`config.mk`:
```
export PLATFORM = sky130hd
export DESIGN_NAME = ls_chip_spike_gen_flat
export DESIGN_NICKNAME = d
export VERILOG_FILES = /design/src/rtl/ls_chip_spike_gen_if.sv /design/src/rtl/ls_chip_spike_gen.sv /design/src/flat_wrapper.sv
export SDC_FILE = /design/constraint.sdc
export NUM_CORES = 1
export LEC_CHECK = 0
export ABC_CLOCK_PERIOD_IN_PS = 1500
export BUFFER_PORTS_ARGS = -buffer_cell sky130_fd_sc_hd__buf_2
export CORE_ASPECT_RATIO = 1.2
export CORE_MARGIN = 2
export CORE_UTILIZATION = 30
export CTS_CLUSTER_SIZE = 28
export DETAILED_ROUTE_END_ITERATION = 10
export PLACE_DENSITY = 0.59
export SETUP_SLACK_MARGIN = 0.1
export SYNTH_ARGS = -nofsm -noshare
export SYNTH_HDL_FRONTEND = slang
export SYNTH_SLANG_ARGS = --single-unit
```
`constraint.sdc`:
```
create_clock -name clk_main -period 1.5 [get_ports clk_main]
set_input_delay 0.075 -clock clk_main [delete_from_list [all_inputs] [get_ports clk_main]]
set_output_delay 0.075 -clock clk_main [all_outputs]
set_load 0.1 [all_outputs]
```
`src/rtl/ls_chip_spike_gen_if.sv`:
```
// ls_chip_spike_gen_if: enable/probability/spike bundle for ls_chip_spike_gen; spike_cnt exists only under `LS_SPIKE_CNT_EN
interface ls_chip_spike_gen_if #(
    parameter int bit_chip = 6
);
    logic                en;
    logic [bit_chip-1:0] bit_to_chip;
    logic                request_z;
    logic [bit_chip-1:0] prob_q;
    logic                busy;
`ifdef LS_SPIKE_CNT_EN
    logic [15:0]         spike_cnt;
    modport master (output en, bit_to_chip, input request_z, prob_q, busy, spike_cnt);
    modport slave  (input en, bit_to_chip, output request_z, prob_q, busy, spike_cnt);
`else
    modport master (output en, bit_to_chip, input request_z, prob_q, busy);
    modport slave  (input en, bit_to_chip, output request_z, prob_q, busy);
`endif
endinterface

```
`src/rtl/ls_chip_spike_gen.sv`:
```
// ls_chip_spike_gen: LFSR-drawn stochastic spike emitter with delayed probability reload; `LS_SPIKE_CNT_EN adds a saturating spike_cnt
module ls_chip_spike_gen #(
    parameter int                     bit_chip      = 6,
    parameter int                     bit_lfsr      = 16,
    parameter logic [bit_lfsr-1:0]    lfsr_seed     = 16'hACE1,
    parameter int                     pw            = 4,
    parameter int                     r_main_to_low = 1000,
    parameter int                     load_delay    = 8,
    parameter int                     ref_ticks     = 2,
    parameter int                     init_prob     = 0
) (
    input logic                 clk_main,
    input logic                 rst,
    ls_chip_spike_gen_if.slave  bus
);
    typedef enum logic [1:0] {S_IDLE, S_FIRE, S_LOAD, S_REF} state_t;
    localparam int cnt_a   = pw > load_delay ? pw : load_delay;
    localparam int cnt_max = cnt_a > ref_ticks ? cnt_a : ref_ticks;
    localparam int cw      = $clog2(cnt_max + 1);
    localparam int tw      = $clog2(r_main_to_low);
    localparam logic [cw-1:0] pw_last  = cw'(pw - 1);
    localparam logic [cw-1:0] ld_last  = cw'(load_delay - 1);
    localparam logic [cw-1:0] ref_last = cw'(ref_ticks > 0 ? ref_ticks - 1 : 0);
    state_t              state, state_n;
    logic [cw-1:0]       cnt, cnt_n;
    logic [tw-1:0]       tick_cnt;
    logic [bit_lfsr-1:0] lfsr, lfsr_n;
    logic [bit_chip-1:0] prob_r;
    logic                req_r, busy_r, tick, hit, load;
    assign tick   = tick_cnt == tw'(r_main_to_low - 1);
    assign lfsr_n = {lfsr[bit_lfsr-2:0], lfsr[15] ^ lfsr[13] ^ lfsr[12] ^ lfsr[10]};
    assign hit    = lfsr[bit_chip-1:0] < prob_r;
    assign bus.request_z = req_r;
    assign bus.prob_q    = prob_r;
    assign bus.busy      = busy_r;
    // cnt is shared: pulse cycles in S_FIRE, settle cycles in S_LOAD, ticks in S_REF
    always_comb begin
        state_n = state;
        cnt_n   = cnt;
        load    = 1'b0;
        case (state)
            S_IDLE: begin
                state_n = (tick && bus.en && hit) ? S_FIRE : S_IDLE;
                cnt_n   = '0;
            end
            S_FIRE: begin
                state_n = cnt == pw_last ? S_LOAD : S_FIRE;
                cnt_n   = cnt == pw_last ? '0 : cnt + 1'b1;
            end
            S_LOAD: begin
                load    = cnt == ld_last;
                state_n = cnt != ld_last ? S_LOAD : (ref_ticks == 0 ? S_IDLE : S_REF);
                cnt_n   = cnt == ld_last ? '0 : cnt + 1'b1;
            end
            S_REF: begin
                state_n = (tick && cnt == ref_last) ? S_IDLE : S_REF;
                cnt_n   = !tick ? cnt : (cnt == ref_last ? '0 : cnt + 1'b1);
            end
            default: begin
                state_n = S_IDLE;
                cnt_n   = '0;
            end
        endcase
    end
    always_ff @(posedge clk_main) begin
        if (rst) begin
            state    <= S_IDLE;
            cnt      <= '0;
            tick_cnt <= '0;
            lfsr     <= lfsr_seed;
            prob_r   <= bit_chip'(init_prob);
            req_r    <= 1'b0;
            busy_r   <= 1'b0;
        end else begin
            state    <= state_n;
            cnt      <= cnt_n;
            tick_cnt <= tick ? '0 : tick_cnt + 1'b1;
            lfsr     <= tick ? lfsr_n : lfsr;
            prob_r   <= load ? bus.bit_to_chip : prob_r;
            req_r    <= state_n == S_FIRE;
            busy_r   <= state_n != S_IDLE;
        end
    end
`ifdef LS_SPIKE_CNT_EN
    logic [15:0] spike_cnt_r;
    assign bus.spike_cnt = spike_cnt_r;
    always_ff @(posedge clk_main) begin
        if (rst)
            spike_cnt_r <= '0;
        else if (state_n == S_FIRE && !req_r && spike_cnt_r != 16'hFFFF)
            spike_cnt_r <= spike_cnt_r + 16'd1;
    end
`endif
endmodule

```
`src/flat_wrapper.sv`:
```
// flat-port wrapper written by rule: the top's interface ports become plain ports
module ls_chip_spike_gen_flat 
#(
    parameter int                     bit_chip      = 6,
    parameter int                     bit_lfsr      = 16,
    parameter logic [bit_lfsr-1:0]    lfsr_seed     = 16'hACE1,
    parameter int                     pw            = 4,
    parameter int                     r_main_to_low = 1000,
    parameter int                     load_delay    = 8,
    parameter int                     ref_ticks     = 2,
    parameter int                     init_prob     = 0
)
  (clk_main, rst, bus_en, bus_bit_to_chip, bus_request_z, bus_prob_q, bus_busy);
  ls_chip_spike_gen_if #(.bit_chip(bit_chip)) bus_i ();
  input logic clk_main;
  input logic rst;
  input wire logic [$bits(bus_i.en)-1:0] bus_en;
  input wire logic [$bits(bus_i.bit_to_chip)-1:0] bus_bit_to_chip;
  output wire logic [$bits(bus_i.request_z)-1:0] bus_request_z;
  output wire logic [$bits(bus_i.prob_q)-1:0] bus_prob_q;
  output wire logic [$bits(bus_i.busy)-1:0] bus_busy;
  assign bus_i.en = bus_en;
  assign bus_i.bit_to_chip = bus_bit_to_chip;
  assign bus_request_z = bus_i.request_z;
  assign bus_prob_q = bus_i.prob_q;
  assign bus_busy = bus_i.busy;
  ls_chip_spike_gen #(.bit_chip(bit_chip), .bit_lfsr(bit_lfsr), .lfsr_seed(lfsr_seed), .pw(pw), .r_main_to_low(r_main_to_low), .load_delay(load_delay), .ref_ticks(ref_ticks), .init_prob(init_prob)) u_core (.clk_main(clk_main), .rst(rst), .bus(bus_i));
endmodule
```
==> results_dict.tcl <==
set metrics [dict create \
    status "finished, violations left" \
    failed_checks "setup timing" \
    synth-warning-count 0 \
    worst-setup-path-type "reg2reg" \
    cp.arrival_ns 1.74 \
    first_pass_iters 4 \
    track_usage_pct 12.6 \
    stdcell_count 342 \
    drv_slew 0 \
    rows 31 \
    fin_nets 276 \
    clk_latency_ns 0.29 \
    path_max_fanout 7 \
    tightestPinTransition_ns 0.487 \
    wl_per_cell_microns 11.6 \
    synth_mux_area_share_pct 3.77 \
    period_minus_slack_ns 1.57 \
    powerDensity_mw_per_mm2 774 \
    synth_fa_ha_area_share_pct 5.39 \
    dp_cells 328 \
    portBuffers 16 \
    htree_levels 2 \
    r2r-start "u_core.tick_cnt[3]" \
    critPathLaunch "u_core.tick_cnt[3]" \
    synth-edff-count 0 \
    synth_area_leaders "dfxtp_1, nand2_1, ha_1, nor2_1, xnor2_1" \
    cts_sinks 40 \
    cp-start-kind "register" \
    min_path_type "in2reg" \
    async_reset_ff_share_pct 0 \
    detail_route.iter0.violations 93 \
    cts_tree "done" \
    grt_first_pass_wirelength_microns 6710 \
    worst_setup_path_end_kind "register" \
    num_io_pins 17 \
    syn-instance-count 213 \
    post_route_cells_drive_above_1_share_pct 45.8 \
    ctsRootBufferMaster "clkbuf_8" \
    die_h_microns 90.2 \
    finalWorstSetupSlack_ns -0.0709 \
    synth-simple-area-share_pct 26.1 \
    holdBufCountCts 0 \
    path_clk_slew_ns 0.08 \
    synth_top_cell_area_share_pct 43.1 \
    rsz0062_at_grt "yes" \
    grt_overflow_total 0 \
    netlist_area_sq_mm 0.00186 \
    ir_drop_mv 0.335 \
    synthXorXnorAreaFrac_pct 5.19 \
    drv_cap 0 \
    power.static_leakage_uw 0.000981 \
    die-area_sq_mm 0.00684 \
    ys_seq_area_share_pct 43.1 \
    post-synth-top-area-cell "dfxtp_1" \
    clock_skew_ns 0.00731 \
    hp-start "bus_bit_to_chip[5]" \
    n_antenna_cell 0 \
    synth_top_family_by_area "simple AND/OR/NAND/NOR gates" \
    yosys_most_used_dff "dfxtp_1" \
    min_period_over_period_pct 105 \
    crit_required_ns 1.67 \
    slew_headroom_pct 67.7 \
    gp_congestion 0.763 \
    vias 1585 \
    synth-seq-cells 40 \
    syn2layout_area_growth_pct 40.6 \
    antenna_found_initial 0 \
    design.core.area_sq_mm 0.00601 \
    final_cell_mix "nand2_1, dfxtp_1, buf_4" \
    clock_path_buffers 2 \
    synth-compound-area-share_pct 11.3 \
    synth.avg_cell_area_sq_um 8.72 \
    wirelength_microns 3980 \
    grt_pass1_vias 1503 \
    viasPerCell 4.63 \
    max_freq_ghz 0.637 \
    cts_made_buffers 5 \
    yosysUniqueCellTypes 42 \
    p_total_uw 2020 \
    drc 0 \
    fillers 605 \
    finalHoldViolations 0 \
    setup_violations 28 \
    chipWidth_microns 75.8 \
    ant_nets 0 \
    start_util_pct 30.9 \
    syn_nets 230 \
    grt_max_degree 28 \
    place_hpwl_microns 2720 \
]
final timing paths:
kind / to / slack, ns / cells past startpoint
worst min register to register: u_core.lfsr[8] / 0.46 / 2
worst min-delay path: u_core.bus.prob_q[5] / 0.007 / 3
worst max register to register: u_core.lfsr[4] / -0.07 / 5
worst max-delay path: u_core.lfsr[4] / -0.07 / 5
cells by family (layout without fill, tap and decap cells):
kind of cell	after synthesis	in the layout
simple gates	96	96
flops	40	40
compound gates	31	31
buf+inv	20	67
xor+xnor	11	11
fa+ha+maj	8	8
mux	7	7
metrics by stage:
step | cell area (sq um) | worst slack [ns] | utilization (%) | hold WS (ns) | TNS (ns)
final | 2610 | -0.0709 | 43.4 | 0.00674 | -1.18
after global routing | 2610 | -0.147 | 43.4 | 0.0128 | -3.10
after CTS | 2540 | -0.0733 | 42.3 | 0.00602 | -0.951
after detailed placement | 2270 | -0.0780 | 37.8 | 0.318 | -1.55
after global placement | 2270 | -0.0607 | 37.8 | 0.311 | -1.02
after floorplan | 1920 | -0.0997 | - | 0.221 | -1.18
state kept, by name, indices dropped and copies added, names as in the netlist:
name and count:
u_core.cnt 4, u_core.bus.prob_q 6, u_core.bus.busy 1, u_core.bus.request_z 1, u_core.state 2, u_core.lfsr 16
u_core.tick_cnt 10
where the power goes:
group          internal (uW)  switching, uW
registers               1060           4.05
clock network            494            378
logic                   44.9           44.3
area by class of cell:
class                           count  area, sq um  share of cell area, %
Multi-Input combinational cell    153         1150                   44.0
Sequential cell                    40          835                   32.0
Timing Repair Buffer               50          384                   14.7
Tap cell                           82          103                   3.93
Clock buffer                        6         72.6                   2.78
Clock inverter                      2         35.0                   1.34
Inverter                            9         33.8                   1.29
worst max-delay path, cell delays in order, from the launching register on:
cell and delay (ns):
dfxtp_2 0.33, or3b_4 0.41, or3_4 0.41, buf_6 0.17, nand2_2 0.08, a21oi_2 0.05
repair_timing:
action | CTS | global route
setup buffers | 2 | 2
endpoints found under the setup margin | 38 | 38
pin swaps | 14 | 11
gates resized for setup | 42 | 16
cloned | 1 | 1
cells in the mapped netlist (all sizes together) (2+ instances only):
library cell	instances
a21oi	12
a31oi	3
a41oi	2
and3	5
buf	4
clkbuf	7
dfxtp	40
ha	8
inv	9
mux2i	7
nand2	37
nand2b	3
nand3	5
nand3b	7
nor2	22
nor2b	2
nor3	5
o21ai	4
o31ai	2
or3	2
or3b	2
xnor2	9
xor2	2
routing by layer:
layer | vias up | part of all wire [%] | GRT usage [%]
met3 | 6 | 2.4 | 3.36
met1 | 746 | 46 | 16.0
met2 | 13 | 50 | 19.3
met5 | - | 0 | 0
met4 | 0 | 1.7 | 5.70
li1 | 820 | - | -
(Power assumes the default switching activity.)
